**config.mk**
```make
export PLATFORM = sky130hd
export DESIGN_NAME = mul_seq
export DESIGN_NICKNAME = d
export VERILOG_FILES = /design/src/rtl/mul_seq.sv
export SDC_FILE = /design/constraint.sdc
export NUM_CORES = 1
export LEC_CHECK = 0
export CAP_MARGIN = 20
export CELL_PAD_IN_SITES_DETAIL_PLACEMENT = 0
export CELL_PAD_IN_SITES_GLOBAL_PLACEMENT = 2
export CORE_UTILIZATION = 30
export DETAILED_ROUTE_END_ITERATION = 16
export GPL_TIMING_DRIVEN = 0
export PLACE_DENSITY = 0.74
export SLEW_MARGIN = 5
export SYNTH_ARGS = -nofsm -noshare
export SYNTH_HDL_FRONTEND = slang
export SYNTH_SLANG_ARGS = --single-unit
```
**constraint.sdc**
```tcl
create_clock -name clk -period 5 [get_ports clk]
set_input_delay 1 -clock clk [delete_from_list [all_inputs] [get_ports clk]]
set_output_delay 1 -clock clk [all_outputs]
set_load 0.03 [all_outputs]
```
**src/rtl/mul_seq.sv**
```systemverilog
// Sequential shift-add multiplier: one WIDTH x WIDTH product per WIDTH cycles,
// unsigned or two's-complement per transaction, with valid/ready on both sides.
module mul_seq #(
    parameter int WIDTH = 8
) (
    input  logic                 clk,
    input  logic                 rst,
    input  logic                 in_valid,
    output logic                 in_ready,
    input  logic [WIDTH-1:0]     a,
    input  logic [WIDTH-1:0]     b,
    input  logic                 signed_mode,
    output logic                 out_valid,
    input  logic                 out_ready,
    output logic [2*WIDTH-1:0]   p
);

    localparam int PW    = 2 * WIDTH;
    localparam int CNT_W = (WIDTH > 1) ? $clog2(WIDTH) : 1;

    localparam logic [1:0] IDLE = 2'd0;
    localparam logic [1:0] CALC = 2'd1;
    localparam logic [1:0] DONE = 2'd2;

    localparam logic [CNT_W-1:0] CNT_LAST = CNT_W'(WIDTH - 1);

    logic [1:0]       state_reg;
    logic [WIDTH-1:0] ma_reg;
    logic [WIDTH-1:0] mb_reg;
    logic             neg_reg;
    logic [PW-1:0]    acc_reg;
    logic [CNT_W-1:0] cnt_reg;
    logic [PW-1:0]    p_reg;
    logic             out_valid_reg;

    logic [WIDTH-1:0] a_mag;
    logic [WIDTH-1:0] b_mag;
    logic [PW-1:0]    shifted;
    logic [PW-1:0]    addend;
    logic [PW-1:0]    acc_next;
    logic [PW-1:0]    prod_final;

    // Magnitudes stay unsigned WIDTH-bit, so -2^(WIDTH-1) becomes 2^(WIDTH-1) exactly.
    assign a_mag = (signed_mode & a[WIDTH-1]) ? (~a + WIDTH'(1)) : a;
    assign b_mag = (signed_mode & b[WIDTH-1]) ? (~b + WIDTH'(1)) : b;

    assign shifted = {{WIDTH{1'b0}}, ma_reg} << cnt_reg;

    generate
        for (genvar gi = 0; gi < PW; gi++) begin : g_addend
            assign addend[gi] = mb_reg[0] & shifted[gi];
        end
    endgenerate

    assign acc_next   = acc_reg + addend;
    assign prod_final = neg_reg ? (~acc_next + PW'(1)) : acc_next;

    assign in_ready  = (state_reg == IDLE) & ~rst;
    assign out_valid = out_valid_reg;
    assign p         = p_reg;

    always_ff @(posedge clk) begin
        if (rst) begin
            state_reg     <= IDLE;
            ma_reg        <= '0;
            mb_reg        <= '0;
            neg_reg       <= 1'b0;
            acc_reg       <= '0;
            cnt_reg       <= '0;
            p_reg         <= '0;
            out_valid_reg <= 1'b0;
        end else begin
            case (state_reg)
                IDLE: begin
                    if (in_valid) begin
                        ma_reg    <= a_mag;
                        mb_reg    <= b_mag;
                        neg_reg   <= signed_mode & (a[WIDTH-1] ^ b[WIDTH-1]);
                        acc_reg   <= '0;
                        cnt_reg   <= '0;
                        state_reg <= CALC;
                    end
                end
                CALC: begin
                    acc_reg <= acc_next;
                    mb_reg  <= mb_reg >> 1;
                    cnt_reg <= cnt_reg + CNT_W'(1);
                    // Fixed WIDTH iterations, no early exit on zero operands.
                    if (cnt_reg == CNT_LAST) begin
                        p_reg         <= prod_final;
                        out_valid_reg <= 1'b1;
                        state_reg     <= DONE;
                    end
                end
                DONE: begin
                    if (out_ready) begin
                        out_valid_reg <= 1'b0;
                        state_reg     <= IDLE;
                    end
                end
                default: state_reg <= IDLE;
            endcase
        end
    end

endmodule

```
==> flow_metrics.env, run 1 <==
export IMPL_max_stage_delay_ps=470
export IMPL_async_flop_share_pct=0
export IMPL_drc_errors=0
export IMPL_hold_path_class="register to register"
export IMPL_critPathCaptureType="register"
export IMPL_mappedNetlistNets=547
export IMPL_yosys_area_share_adder_pct=6.98
export IMPL_syn_inst=505
export IMPL_hp_start="p[0]"
export IMPL_cts_hold_buffers=0
export IMPL_p_leak_nw=1.70
export IMPL_finClkSkew_ps=9.76
export IMPL_p_per_area_nw_per_um2=220
export IMPL_synth_top_family_by_area="compound AO/OA/AOI/OAI gates"
export IMPL_synth_edff_count=0
export IMPL_internal_power_mw=0.732
export IMPL_worstSetupStartpoint="cnt_reg[1]"
export IMPL_grt_usage_pct=17.1
export IMPL_clk_path_buf_depth=2
export IMPL_final_cell_mix="62 x nand2_1, 59 x nor2_1, 55 x dfxtp_1"
export IMPL_crit_path_end="p[15]"
export IMPL_drt_iter0_markers=151
export IMPL_cts_tree="built"
export IMPL_core_area_um2=12600
export IMPL_dpl_hpwl_um=8790
export IMPL_clock_latency_ps=300
export IMPL_htreeDepth=2
export IMPL_clk_pin_slew_ps=80
export IMPL_maxCapViolations=0
export IMPL_swShare_pct=27.8
export IMPL_setup_viol=0
export IMPL_crit_slowest_cell="a2111oi_1"
export IMPL_synth_xor_area_share_pct=6.34
export IMPL_finalPower_mw=1.01
export IMPL_status="complete, no violations"
export IMPL_diodes=0
export IMPL_yosys_area_share_simple_pct=23.8
export IMPL_max_freq_mhz=215
export IMPL_grt_pass1_vias=3380
export IMPL_synth_area_leaders="dfxtp_1 28%, ha_1 6.5%, nand2_1 6.0%"
export IMPL_slew_viol_final=0
export IMPL_worst_pin_slew_ps=686
export IMPL_r2r_start="cnt_reg[1]"
export IMPL_post_cts_buffers=0
export IMPL_finalCritPeriodShare_pct=92.9
export IMPL_n_fill_cell=1410
export IMPL_ys_types=65
export IMPL_yosysWarnings=0
export IMPL_firstDrtPassIters=5
export IMPL_ctsResizeCount=0
export IMPL_grt_max_degree=17
export IMPL_grt_setup_unrepaired="false"
export IMPL_layout_nets=590
export IMPL_arrival_ps=4800
export IMPL_synth_compound_area_share_pct=26.0
export IMPL_grt_pass1_wl_um=17600
export IMPL_globalplace_congestion=0.774
export IMPL_cts_made_buffers=5
export IMPL_syn_area_um2=3870
export IMPL_p_comb_share_pct=17.3
export IMPL_cp_max_fo=10
export IMPL_die_w_um=116
export IMPL_ir_worst_vdd_mv=0.119
export IMPL_avgRoutedWirePerCell_um=15.2
export IMPL_detail_route_antenna_nets=0
export IMPL_yosys_area_top_type="dfxtp_1"
export IMPL_drive_gt1_share_pct=5.10
export IMPL_syn_mean_instance_area_um2=7.66
export IMPL_clockPowerShare_pct=37.4
export IMPL_num_io_pins=39
export IMPL_vias_per_cell=5.04
export IMPL_antenna_found_initial=0
export IMPL_synth_top_area_share_pct=28.5
export IMPL_final_common_cell="nand2_1"
export IMPL_muxShareOfSynthArea_pct=4.01
export IMPL_worst_slack_ps=355
export IMPL_rr_worst_depth=16
export IMPL_power_switching_mw=0.282
export IMPL_die_area_um2=13400
export IMPL_port_buffers=36
export IMPL_wl_um=11000
export IMPL_synthFlopType="dfxtp_1"
export IMPL_seq_power_share_pct=45.3
export IMPL_grt_ovfl_total=0
export IMPL_dieHeight_um=116
export IMPL_core_rowCount=41
export IMPL_area_growth_syn_to_layout_pct=19.0
export IMPL_start_kind="register"
export IMPL_min_period_ps=4650
export IMPL_clkSinkCount=55
export IMPL_crit_chain="clkbuf_1 > clkbuf_1 > mux2i_1 > a21oi_1 > a21oi_1 > nor2b_1 > ha_1 > buf_6 > or3_1 > a2111oi_1 > a31oi_1 > a2111oi_1 > o211ai_1 > o41ai_2 > xor2_1 > o31ai_1"
export IMPL_dp_slack_ps=259
export IMPL_yosysSeqAreaShare_pct=28.5
export IMPL_r2r_slack_ps=350
export IMPL_clockRootBuffer="clkbuf_16"
export IMPL_ys_ff_latch=55
export IMPL_setup_tns_ps=0
export IMPL_start_util_pct=30.7
export IMPL_timing_hold_ws_ps=457
export IMPL_r2r_end="p[15]"
export IMPL_required_ps=5160
export IMPL_slew_headroom_pct=54.3
export IMPL_path_class="register to register"
export IMPL_hold_viol=0
export IMPL_vias=3636
-- power by group through the flow --
| stage | sequential (mW) | clock, mW | combinational (mW) |
|---|---|---|---|
| floorplan | 0.467 | 0 | 0.117 |
| global placement | 0.470 | 0 | 0.175 |
| detailed placement | 0.471 | 0 | 0.177 |
| CTS | 0.460 | 0.387 | 0.177 |
| global route | 0.462 | 0.401 | 0.196 |
| finish | 0.460 | 0.379 | 0.175 |
-- critical path, delay by kind of cell, from the launching register on --
kind	cells	cell delay (ps)
AND/OR/NAND/NOR	2	470
multiplexers	1	160
flip-flops	1	330
buffers and inverters	3	810
AO/OA/AOI/OAI	8	2130
adder cells (fa/ha/maj)	1	260
XOR/XNOR	1	340
-- layer usage --
layer / global-route usage, % / share of wire [%]
met2: 30.5 / 48
met4: 3.12 / 0.86
met5: 0 / 0
met3: 1.88 / 3.0
met1: 22.3 / 48
-- cells by family (layout without fill, tap and decap cells) --
| family | count (synthesis) | count (layout) |
|---|---|---|
| adder cells (fa/ha/maj) | 21 | 21 |
| AO/OA/AOI/OAI | 144 | 144 |
| buffers and inverters | 44 | 88 |
| XOR/XNOR | 28 | 28 |
| flip-flops | 55 | 55 |
| AND/OR/NAND/NOR | 198 | 198 |
| multiplexers | 15 | 15 |
-- stage by stage --
stage	cell area, um^2	utilization, %	instances
2_1_floorplan	3870	-	505
5_1_grt	4610	36.5	721
3_5_place_dp	4450	35.2	713
4_1_cts	4610	36.5	721
3_3_place_gp	4450	35.2	713
6_report	4610	36.5	721
-- final cells by class --
| class | count | area (um^2) | area share, % |
|---|---|---|---|
| Clock inverter | 1 | 7.51 | 0.163 |
| Multi-Input combinational cell | 406 | 2600 | 56.4 |
| Timing Repair Buffer | 36 | 360 | 7.82 |
| Tap cell | 172 | 215 | 4.67 |
| Sequential cell | 55 | 1100 | 23.9 |
| Clock buffer | 7 | 153 | 3.31 |
| Buffer | 31 | 124 | 2.69 |
| Inverter | 13 | 48.8 | 1.06 |
-- synthesized netlist by cell type, types with 2 or more instances --
cell type,count
xor2_1,16
or2_2,3
mux2i_1,11
a22oi_1,9
a21oi_1,46
nand3b_1,4
ha_1,20
nor3_1,12
a21o_1,5
and2_1,5
nand3_1,22
and3_1,2
inv_1,13
o21ai_1,3
nand2b_1,4
a221oi_1,3
a211oi_1,14
buf_1,5
o211ai_1,7
nor2b_1,8
o21a_1,4
o31ai_1,2
a2111oi_1,2
clkbuf_1,25
a311oi_1,4
a211oi_2,2
mux2_2,4
dfxtp_1,55
nor2_1,59
nand2_1,62
a31oi_1,5
o31ai_2,2
o21ai_0,16
a311o_1,2
xnor2_1,12
o21bai_1,2
or3_1,7
-- worst min-delay path by stage --
stage                endpoint  cells after the start
global placement         p[2]                      2
global route             p[2]                      2
finish                   p[0]                      2
floorplan           mb_reg[2]                      2
CTS                      p[0]                      2
detailed placement       p[0]                      2
Note: power is estimated with default switching activity, not from simulation.
==> run 2, diff against run 1 <==
--- a/config.mk
+++ b/config.mk
@@ -12,6 +12,7 @@
 export DETAILED_ROUTE_END_ITERATION = 16
 export GPL_TIMING_DRIVEN = 0
 export PLACE_DENSITY = 0.74
+export SKIP_CTS_REPAIR_TIMING = 1
 export SLEW_MARGIN = 5
 export SYNTH_ARGS = -nofsm -noshare
 export SYNTH_HDL_FRONTEND = slang
==> results of run 2 <==
No change in the layout: final DEF, timing and power equal those of run 1.
==> run 3, diff against run 2 <==
==> config.mk (replaced) <==
export PLATFORM = sky130hd
export DESIGN_NAME = mul_seq
export DESIGN_NICKNAME = d
export VERILOG_FILES = /design/src/rtl/mul_seq.sv
export SDC_FILE = /design/constraint.sdc
export NUM_CORES = 1
export LEC_CHECK = 0
export CAP_MARGIN = 40
export CORE_UTILIZATION = 30
export DETAILED_ROUTE_END_ITERATION = 16
export GPL_TIMING_DRIVEN = 0
export PLACE_DENSITY = 0.48
export SKIP_CTS_REPAIR_TIMING = 1
export SLEW_MARGIN = 5
export SYNTH_ARGS = -nofsm -noshare
export SYNTH_HDL_FRONTEND = slang
export SYNTH_SLANG_ARGS = --single-unit
==> flow_metrics.env, run 3 (synthesis results as in run 1) <==
export IMPL_swShare_pct=27.7
export IMPL_layout_nets=590
export IMPL_vias=3667
export IMPL_clock_latency_ps=300
export IMPL_grt_usage_pct=16.9
export IMPL_firstDrtPassIters=4
export IMPL_setup_viol=0
export IMPL_cp_max_fo=10
export IMPL_seq_power_share_pct=46.2
export IMPL_internal_power_mw=0.720
export IMPL_crit_path_end="p[15]"
export IMPL_globalplace_congestion=0.811
export IMPL_drt_iter0_markers=182
export IMPL_dpl_hpwl_um=8550
export IMPL_diodes=0
export IMPL_timing_hold_ws_ps=455
export IMPL_arrival_ps=4760
export IMPL_port_buffers=36
export IMPL_grt_pass1_vias=3490
export IMPL_p_comb_share_pct=17.4
export IMPL_cts_made_buffers=5
export IMPL_clk_path_buf_depth=2
export IMPL_clockRootBuffer="clkbuf_16"
export IMPL_p_leak_nw=1.69
export IMPL_slew_viol_final=0
export IMPL_clkSinkCount=55
export IMPL_final_common_cell="nand2_1"
export IMPL_hold_depth=2
export IMPL_grt_pass1_wl_um=17300
export IMPL_grt_ovfl_total=0
export IMPL_rr_worst_depth=16
export IMPL_p_per_area_nw_per_um2=217
export IMPL_detail_route_antenna_nets=0
export IMPL_start_util_pct=30.7
export IMPL_worstSetupStartpoint="cnt_reg[1]"
export IMPL_path_class="register to register"
export IMPL_max_freq_mhz=217
export IMPL_slew_headroom_pct=56.9
export IMPL_maxCapViolations=0
export IMPL_antenna_found_initial=0
export IMPL_finClkSkew_ps=8.37
export IMPL_htreeDepth=2
export IMPL_area_growth_syn_to_layout_pct=18.8
export IMPL_cts_tree="built"
export IMPL_grt_max_degree=17
export IMPL_hold_viol=0
export IMPL_hold_path_class="register to register"
export IMPL_vias_per_cell=5.09
export IMPL_worst_pin_slew_ps=647
export IMPL_setup_tns_ps=0
export IMPL_clockPowerShare_pct=36.3
export IMPL_wl_um=10700
export IMPL_die_area_um2=13400
export IMPL_clk_pin_slew_ps=70
export IMPL_core_rowCount=41
export IMPL_min_period_ps=4600
export IMPL_power_switching_mw=0.276
export IMPL_num_io_pins=39
export IMPL_start_kind="register"
export IMPL_critPathCaptureType="register"
export IMPL_ir_worst_vdd_mv=0.108
export IMPL_drive_gt1_share_pct=4.92
export IMPL_finalPower_mw=0.996
export IMPL_avgRoutedWirePerCell_um=14.8
export IMPL_core_area_um2=12600
export IMPL_finalCritPeriodShare_pct=92.0
export IMPL_required_ps=5160
export IMPL_r2r_end="p[15]"
export IMPL_die_w_um=116
export IMPL_r2r_start="cnt_reg[1]"
export IMPL_r2r_slack_ps=400
export IMPL_drc_errors=0
export IMPL_dieHeight_um=116
export IMPL_status="complete, no violations"
export IMPL_final_cell_mix="62 x nand2_1, 59 x nor2_1, 55 x dfxtp_1"
export IMPL_grt_setup_unrepaired="false"
-- run 3: cell type report --
class	count	area [um^2]
Clock buffer	7	143
Buffer	31	124
Timing Repair Buffer	36	360
Fill cell	1392	8020
Multi-Input combinational cell	406	2600
Tap cell	172	215
Sequential cell	55	1100
Inverter	13	48.8
Clock inverter	1	8.76
-- run 3: worst min-delay path by stage --
stage	start	end	slack (ps)
2_1_floorplan	mb_reg[3]	mb_reg[2]	430
3_3_place_gp	p[2]	p[2]	450
3_5_place_dp	p[2]	p[2]	450
4_1_cts	p[2]	p[2]	460
5_1_grt	p[0]	p[0]	480
6_report	p[2]	p[2]	460
-- run 3: power groups by stage --
stage	logic [mW]	registers, mW	clock network, mW
6_report	0.174	0.460	0.362
3_5_place_dp	0.176	0.471	0
2_1_floorplan	0.117	0.467	0
5_1_grt	0.194	0.463	0.389
3_3_place_gp	0.174	0.470	0
4_1_cts	0.176	0.460	0.375
-- run 3: critical path: stages, from the launching register on --
cell and delay (ps):
dfxtp_1 330, clkbuf_1 250, clkbuf_1 420, mux2i_1 300
a21oi_1 140, a21oi_1 160, nor2b_1 70, ha_1 280
buf_6 140, or3_1 310, a2111oi_1 430, a31oi_1 150
a2111oi_1 470, o211ai_1 240, o41ai_2 350, xor2_1 320
o31ai_1 100
-- run 3: metrics by stage --
step / utilization (%) / setup slack, ps / instances / instance area (um^2)
after floorplan: - / 1260 / 505 / 3870
after global placement: 35.2 / 421 / 713 / 4450
after detailed placement: 35.2 / 307 / 713 / 4450
after CTS: 36.4 / 278 / 721 / 4600
after global routing: 36.4 / 12.6 / 721 / 4600
final: 36.4 / 399 / 721 / 4600
-- run 3: layer usage --
metal  vias up  share of wire [%]  global-route usage (%)
met1      1675                 47                    21.4
met4         0               0.80                    4.85
met2        82                 48                    30.3
met5         -                  0                       0
li1       1902                  -                       -
met3         8                3.6                    1.57
